File: src/rtl/bsmu_322_if.sv
// Handshake/data bundle between the 8-state ACS unit and the
// survivor-memory unit: decisions, path metrics and decoded output.
interface bsmu_322_if #(
  parameter int W = 8
);
  logic                ae;
  logic [7:0][1:0]     acs_Bx_in;
  logic [7:0][W-1:0]   acs_ppm_in;
  logic [1:0]          dec_out;
  logic                dec_valid;
  logic [2:0]          best_state;
  logic                fill_done;

  modport master (
    output ae, acs_Bx_in, acs_ppm_in,
    input  dec_out, dec_valid, best_state, fill_done
  );

  modport slave (
    input  ae, acs_Bx_in, acs_ppm_in,
    output dec_out, dec_valid, best_state, fill_done
  );
endinterface

File: src/rtl/bsmu_322.sv
// Register-exchange survivor memory for the (3,2,2) Viterbi decoder.
// Ports: clock, reset (async high), bus (slave): ae, Bx/ppm in; dec_out,
// dec_valid, best_state, fill_done out.
module bsmu_322 #(
  parameter int W  = 8,
  parameter int TB = 15
) (
  input  logic        clock,
  input  logic        reset,
  bsmu_322_if.slave   bus
);
  localparam int CW = $clog2(TB + 1);
  localparam logic [CW-1:0] TBC  = CW'(TB);
  localparam logic [CW-1:0] TBM1 = CW'(TB - 1);

  logic [2*TB-1:0] r_path [8];
  logic [CW-1:0]   r_fill;
  logic [1:0]      r_dec;
  logic            r_valid;
  logic [2:0]      r_best;
  logic            r_done;

  logic [2:0]      w_best;
  logic [W-1:0]    w_min;
  logic [2:0]      w_pred [8];
  logic [2*TB-1:0] w_next [8];
  logic [2:0]      w_bpred;
  logic            w_last;

  // Minimum metric; strict '<' keeps the lowest index on ties.
  always_comb begin
    w_best = 3'd0;
    w_min  = bus.acs_ppm_in[0];
    for (int i = 1; i < 8; i++) begin
      if (bus.acs_ppm_in[i] < w_min) begin
        w_min  = bus.acs_ppm_in[i];
        w_best = 3'(i);
      end
    end
  end

  // Each state inherits its predecessor's survivor, shifted one
  // entry toward the oldest end, with its own input symbol on top.
  for (genvar n = 0; n < 8; n++) begin : g_st
    localparam logic [2:0] N = 3'(n);
    assign w_pred[n] = {N[0], bus.acs_Bx_in[n]};
    assign w_next[n] = {N[2:1], r_path[w_pred[n]][2*TB-1:2]};
  end

  // Oldest entry of the best state's updated survivor is entry 1
  // of its predecessor's current survivor.
  assign w_bpred = {w_best[0], bus.acs_Bx_in[w_best]};
  assign w_last  = (r_fill >= TBM1);

  always_ff @(posedge clock or posedge reset) begin
    if (reset) begin
      for (int i = 0; i < 8; i++) r_path[i] <= '0;
      r_fill  <= '0;
      r_dec   <= 2'b00;
      r_valid <= 1'b0;
      r_best  <= 3'd0;
      r_done  <= 1'b0;
    end else if (bus.ae) begin
      for (int i = 0; i < 8; i++) r_path[i] <= w_next[i];
      if (r_fill != TBC) r_fill <= r_fill + CW'(1);
      r_dec   <= r_path[w_bpred][3:2];
      r_valid <= w_last;
      r_best  <= w_best;
      r_done  <= w_last;
    end else begin
      r_valid <= 1'b0;
    end
  end

  assign bus.dec_out    = r_dec;
  assign bus.dec_valid  = r_valid;
  assign bus.best_state = r_best;
  assign bus.fill_done  = r_done;
endmodule

File: src/flat_wrapper.sv
// flat-port wrapper written by rule: the top's interface ports become plain ports
module bsmu_322_flat 
#(
  parameter int W  = 8,
  parameter int TB = 15
)
  (clock, reset, bus_ae, bus_acs_Bx_in, bus_acs_ppm_in, bus_dec_out, bus_dec_valid, bus_best_state, bus_fill_done);
  bsmu_322_if #(.W(W)) bus_i ();
  input  logic clock;
  input  logic reset;
  input wire logic [$bits(bus_i.ae)-1:0] bus_ae;
  input wire logic [$bits(bus_i.acs_Bx_in)-1:0] bus_acs_Bx_in;
  input wire logic [$bits(bus_i.acs_ppm_in)-1:0] bus_acs_ppm_in;
  output wire logic [$bits(bus_i.dec_out)-1:0] bus_dec_out;
  output wire logic [$bits(bus_i.dec_valid)-1:0] bus_dec_valid;
  output wire logic [$bits(bus_i.best_state)-1:0] bus_best_state;
  output wire logic [$bits(bus_i.fill_done)-1:0] bus_fill_done;
  assign bus_i.ae = bus_ae;
  assign bus_i.acs_Bx_in = bus_acs_Bx_in;
  assign bus_i.acs_ppm_in = bus_acs_ppm_in;
  assign bus_dec_out = bus_i.dec_out;
  assign bus_dec_valid = bus_i.dec_valid;
  assign bus_best_state = bus_i.best_state;
  assign bus_fill_done = bus_i.fill_done;
  bsmu_322 #(.W(W), .TB(TB)) u_core (.clock(clock), .reset(reset), .bus(bus_i));
endmodule
File: config.mk
export PLATFORM = sky130hd
export DESIGN_NAME = bsmu_322_flat
export DESIGN_NICKNAME = d
export VERILOG_FILES = /design/src/rtl/bsmu_322_if.sv /design/src/rtl/bsmu_322.sv /design/src/flat_wrapper.sv
export SDC_FILE = /design/constraint.sdc
export NUM_CORES = 1
export LEC_CHECK = 0
export ABC_AREA = 1
export BUFFER_PORTS_ARGS = -buffer_cell sky130_fd_sc_hd__buf_2
export CORE_MARGIN = 2
export CORE_UTILIZATION = 37
export DETAILED_ROUTE_END_ITERATION = 10
export REMOVE_ABC_BUFFERS = 1
export SYNTH_ARGS = -nofsm -noshare
export SYNTH_HDL_FRONTEND = slang
export SYNTH_SLANG_ARGS = --single-unit
File: constraint.sdc
create_clock -name clock -period 7 [get_ports clock]
set_input_delay 1.4 -clock clock [delete_from_list [all_inputs] [get_ports clock]]
set_output_delay 1.4 -clock clock [all_outputs]
set_load 0.03 [all_outputs]
=== Yosys cells after proc, flatten, opt, wreduce, memory -nomap -nowiden ===
Cells that the tools add are included.

* Input port bits: 83
* Bits in registers: 241
* Word-level logic and storage cells: 86
* Output and inout port bits: 7

* Eq/ne operators: 1
* Order comparisons: 18
* Bitwise logic cells: 9
* Reductions and logical operators: 1
* Muxes and demuxes: 43
* $add $sub $neg: 1

{| class="wikitable"
|+ Operators with widths
! cell !! count
|-
| $bmux W30 S3 || 9
|-
| $mux W30 || 16
|-
| $lt A8 B8 Y1 || 7
|-
| $mux W8 || 6
|-
| $ge A4 B4 Y1 const B || 10
|-
| $not A3 Y4 || 5
|-
| $not A2 Y4 || 4
|-
| $mux W3 || 4
|-
| $mux W4 || 2
|-
| $bmux W2 S3 || 1
|-
| $mux W2 || 3
|-
| $add A4 B1 Y4 const B || 1
|-
| $lt A3 B4 Y1 const B || 1
|-
| $ne A4 B4 Y1 const B || 1
|-
| $mux W1 || 2
|-
| $reduce_and A2 Y1 || 1
|}

=== Depth between registers and ports, before layout ===
* Depth in word-level cells: 20
* Depth in mapped cells: 78
* Depth with buffers taken out: 73

=== Worst setup path before layout ===
No wires, ideal clock.

* Kind: input port to flip-flop
* Start point: in bus_acs_ppm_in[7]
* End point: reg u_core.r_dec[0] (netlist: u_core.bus.dec_out[0])
* Setup time: 0.124 ns
* Buffers on the path: 6
* Arrival time: 10.455 ns
* Slack: -3.579 ns
* Stages: 58
* Cells stage by stage: inv_1 > ha_1 > nand2_1 > inv_1 > nor2_1 > o21a_2 > nand2_4 > clkbuf_1 > o21ai_0 > ha_1 > a21oi_1 > o21a_1 > nand2_4 > clkbuf_1 > o21ai_0 > ha_1 > a21oi_1 > nor2_1 > [... 22 more ...] > clkbuf_1 > nand2_1 > o21ai_0 > ha_1 > a21oi_1 > nor2_1 > a211oi_1 > nand2_1 > nand2_1 > nand2_1 > nand3_1 > nand3_4 > nand2_4 > nand2_1 > nand3_1 > nand2_1 > nand2_1 > nand3_1

* Word-level cells in the longest chain between the ends: 20

{| class="wikitable"
|+ Ends and longest elaborated chain
! what !! line !! source
|-
| start, declared || flat_wrapper.sv:13 || <nowiki>input wire logic [$bits(bus_i.acs_ppm_in)-1:0] bus_acs_ppm_in;</nowiki>
|-
| $lt A8 B8 Y1 || bsmu_322.sv:35 || <nowiki>if (bus.acs_ppm_in[i] < w_min) begin</nowiki>
|-
| $mux W8 || bsmu_322.sv:35 ||
|-
| $lt A8 B8 Y1 || bsmu_322.sv:35 ||
|-
| $mux W8 || bsmu_322.sv:35 ||
|-
| $lt A8 B8 Y1 || bsmu_322.sv:35 ||
|-
| $mux W8 || bsmu_322.sv:35 ||
|-
| $lt A8 B8 Y1 || bsmu_322.sv:35 ||
|-
| $mux W8 || bsmu_322.sv:35 ||
|-
| [... 3 more ...] || - ||
|-
| $mux W8 || bsmu_322.sv:35 ||
|-
| $lt A8 B8 Y1 || bsmu_322.sv:35 ||
|-
| $mux W3 (*) || bsmu_322.sv:35 ||
|-
| $bmux W2 S3 || bsmu_322.sv:52 || <nowiki>assign w_bpred = {w_best[0], bus.acs_Bx_in[w_best]};</nowiki>
|-
| $mux W2 (not written as such) || bsmu_322.sv:52 ||
|-
| $not A3 Y4 (not written as such) (*) || bsmu_322.sv:66 || <nowiki>r_dec <= r_path[w_bpred][3:2];</nowiki>
|-
| $bmux W30 S3 (*) || bsmu_322.sv:66 ||
|-
| $mux W4 (not written as such) (*) (2 in a row) || bsmu_322.sv:66 ||
|-
| end signal, assigned || bsmu_322.sv:66 ||
|-
| end, declared || bsmu_322.sv:18 || <nowiki>logic [1:0] r_dec;</nowiki>
|}

Mark *: on every way between the ends. The rest lies on a longest branch, timed or not. The select of a mux whose other input is x is not followed.
A chain may end at the register's enable or synchronous reset.

=== Final worst setup path ===
* Start point: in bus_acs_ppm_in[5]
* End point: reg u_core.r_dec[1] (netlist: u_core.bus.dec_out[1])

The elaborated chain is that of the path after synthesis.

==> run summary <==
Status: finished with violations
Failing checks: negative setup slack
Grt ovf: 0
Site Rows: 73
Commonest cells post-synth: o21ai_0 (337), a21oi_1 (298), nand2_1 (261)
Seq pwr share: 0.311
Fill count: 3890
Via Count: 15.8k
# port buffers: 89
Cells after synthesis: 2092
Die width: 204 um
Grt peak-use layer: met2
Sw frac: 0.389
GRT Total Usage: 0.227
Number of cells on the worst reg-to-reg path: 5
Vias in the first global route: 14.9k
Total wire length: 49200 um
Tot Pwr: 5.20 mW
EDFF count, synth: 0
M2 GR Usage: 0.382
Internal: 3.18 mW
I/O Pins: 90
Clk_lat worst skew: 0.53 ns
Yosys top cell area share: 0.367
Largest net degree at the start of global routing: 137
Vert. Die Dim: 204 um
Setup ws final: -1.96 ns
Final Max Tran Viols: 0
RSZ-0062 raised after global routing: yes
CP Data Required Time: 7.41 ns
Logic pwr share: 0.445
Max-cap violations: 0
FFs w/ async S/R, synth: 1.00
Number of distinct library cells after synthesis: 30
Layout cells sized above 1: 0.195
Quantity of hold-fixing buffers added after cts: 0
First-pass GRT wire length: 77200 um
Vias per inst: 5.75
Synth top area cells: dfrtp_1 (37%), o21ai_0 (11%), a21oi_1 (10%)
CTS root buf: clkbuf_16
Seq cells post-synth: 216
Highest-delay cell along the critical path: ha_1
Ys Warns: 0
Full die area: 41500 um^2
Most frequent CP cell: nand2_4
Clock skew: 0.0141 ns
Syn Area/Cell: 7.05 um^2
FF-to-FF setup slack: 5.74 ns
Cell Area, Synth: 14700 um^2
CTS tree: yes
GPL Wtd Cong: 0.870
Worst-Margin Slew: 1.22 ns
DRT Pass-1 Iters: 5
M1 GR Usage: 0.308
Worst setup path endpoint: u_core.bus.dec_out[1]$_DFFE_PP0P_
Fin crit period: 8.96 ns
H-tree Lvls: 1
M3 GR Usage: 0.0227
HP Class: flop to flop
N_diodes: 0
Top-count cell post-synth: o21ai_0
Starting Density: 0.373
P per Cell Area: 288 nW/um^2
Max Freq: 0.112 GHz
CP peak stage delay: 0.33 ns
Hold WS: 0.460 ns
Initial antenna violation count: 0
Clock share of power: 0.244
Clock sink count: 216
Core Area: 39500 um^2
Reg2Reg Launch Point: u_core.r_fill[1]$_DFFE_PP0P_
Clk buf depth: 3
DP HPWL: 30100 um
Worst-path clk slew: 0.06 ns
Fin crit share: 1.28
Synth area leader: dfrtp_1
Sequential fraction of the synthesis area: 0.367
Peak VDD IR: 0.000176 V
Final hold violations: 0
Fin nets: 2330
CP Launch Type: input port
CP max FO: 8
1st-iter DRT viols: 1318
Crit Path Category: input port to flop
Routed Antenna Nets: 0
CTS buffer count: 24
CP Launch Point: bus_acs_ppm_in[5]
Slew headroom: 0.186
Residual DRC count: 0
Worst setup EP type: flop
Average wire per standard cell: 17.9 um
Final setup viols: 5
Leakage: 7.89 nW
Net Sw Power: 2.02 mW
Worst Path Arrival: 9.37 ns
Synth Flop Type: dfrtp_1
Worst R2R End: u_core.r_fill[3]$_DFFE_PP0P_
Area Overhead vs Synth: 22.6%
-- power by group through the flow --
stage	clock network (mW)	registers (mW)	logic (mW)
2_1_floorplan	0	1.61	1.08
3_3_place_gp	0	1.63	1.72
3_5_place_dp	0	1.63	1.77
4_1_cts	1.29	1.61	2.05
5_1_grt	1.34	1.65	2.57
6_report	1.27	1.62	2.31
-- timing repair --
action	4_1_cts	5_1_grt
resized for setup	102	102
setup buffers	37	15
pin swaps	24	73
cloned	8	1
setup endpoints to repair	5	5
-- through the flow --
stage | area, um^2 | util | TNS, ns | cells | setup slack [ns]
floorplan | 14100 | - | -79.12 | 1919 | -2.96
global placement | 16100 | 0.407 | -11.26 | 2645 | -2.56
detailed placement | 16100 | 0.407 | -12.88 | 2645 | -2.91
CTS | 17500 | 0.442 | -6.62 | 2730 | -1.57
global route | 18100 | 0.457 | -10.65 | 2744 | -2.43
finish | 18100 | 0.457 | -8.43 | 2744 | -1.96
-- critical path: cells and delay by family --
family / cells / cell delay [ns]
compound gates: 18 / 2.54
buf+inv: 11 / 1.27
fa+ha+maj: 7 / 1.85
simple gates: 28 / 2.30
-- logic make-up after synthesis --
| group | synth area share |
|---|---|
| compound gates | 0.348 |
| simple gates | 0.161 |
| fa+ha+maj | 0.0365 |
| flops | 0.367 |
| buf+inv | 0.0858 |
| xor+xnor | 0.00178 |
-- state kept, by name (all words and copies together) (netlist names) --
signal                 count
u_core.r_path            205
u_core.r_fill              4
u_core.bus.best_state      3
u_core.bus.dec_out         2
u_core.bus.dec_valid       1
u_core.bus.fill_done       1
-- per-layer routing --
| metal | vias to the layer above | wire, um | part of all wire |
|---|---|---|---|
| li1 | 7603 | - | - |
| met1 | 7533 | 21400 | 0.43 |
| met2 | 545 | 23300 | 0.47 |
| met3 | 101 | 3040 | 0.062 |
| met4 | 0 | 1420 | 0.029 |
| met5 | - | 0 | 0 |
-- cell usage in the layout (no fill, tap or decap), types with 53 or more instances in the layout --
cell type	Yosys	routed
nand2_1	261	229
a31oi_1	184	184
nor2_1	213	205
dfrtp_1	216	216
inv_1	156	148
o21ai_0	337	306
buf_4	1	150
a21oi_1	298	288
nand3_1	64	53
buf_2	0	81
o211ai_1	88	88
-- cell type report --
type	count	area, um^2	share of cell area
flip-flops and latches	216	5410	0.299
repair buffers	252	1820	0.101
inverters	163	637	0.0352
well taps	525	657	0.0363
multi-input cells	1547	8790	0.486
clock buffers	34	668	0.0370
clock inverters	7	96.3	0.00533
-- how the worst min path moves through the flow --
stage / start / end / cells past startpoint
detailed placement: u_core.r_path[119]$_DFFE_PP0P_ / u_core.r_path[119]$_DFFE_PP0P_ / 1
CTS: u_core.r_path[119]$_DFFE_PP0P_ / u_core.r_path[119]$_DFFE_PP0P_ / 1
finish: u_core.r_path[119]$_DFFE_PP0P_ / u_core.r_path[119]$_DFFE_PP0P_ / 1
global placement: u_core.r_path[119]$_DFFE_PP0P_ / u_core.r_path[119]$_DFFE_PP0P_ / 1
global route: u_core.r_path[119]$_DFFE_PP0P_ / u_core.r_path[119]$_DFFE_PP0P_ / 1
floorplan: u_core.r_path[119]$_DFFE_PP0P_ / u_core.r_path[119]$_DFFE_PP0P_ / 1
No activity file was read; power rests on OpenSTA's default activity.
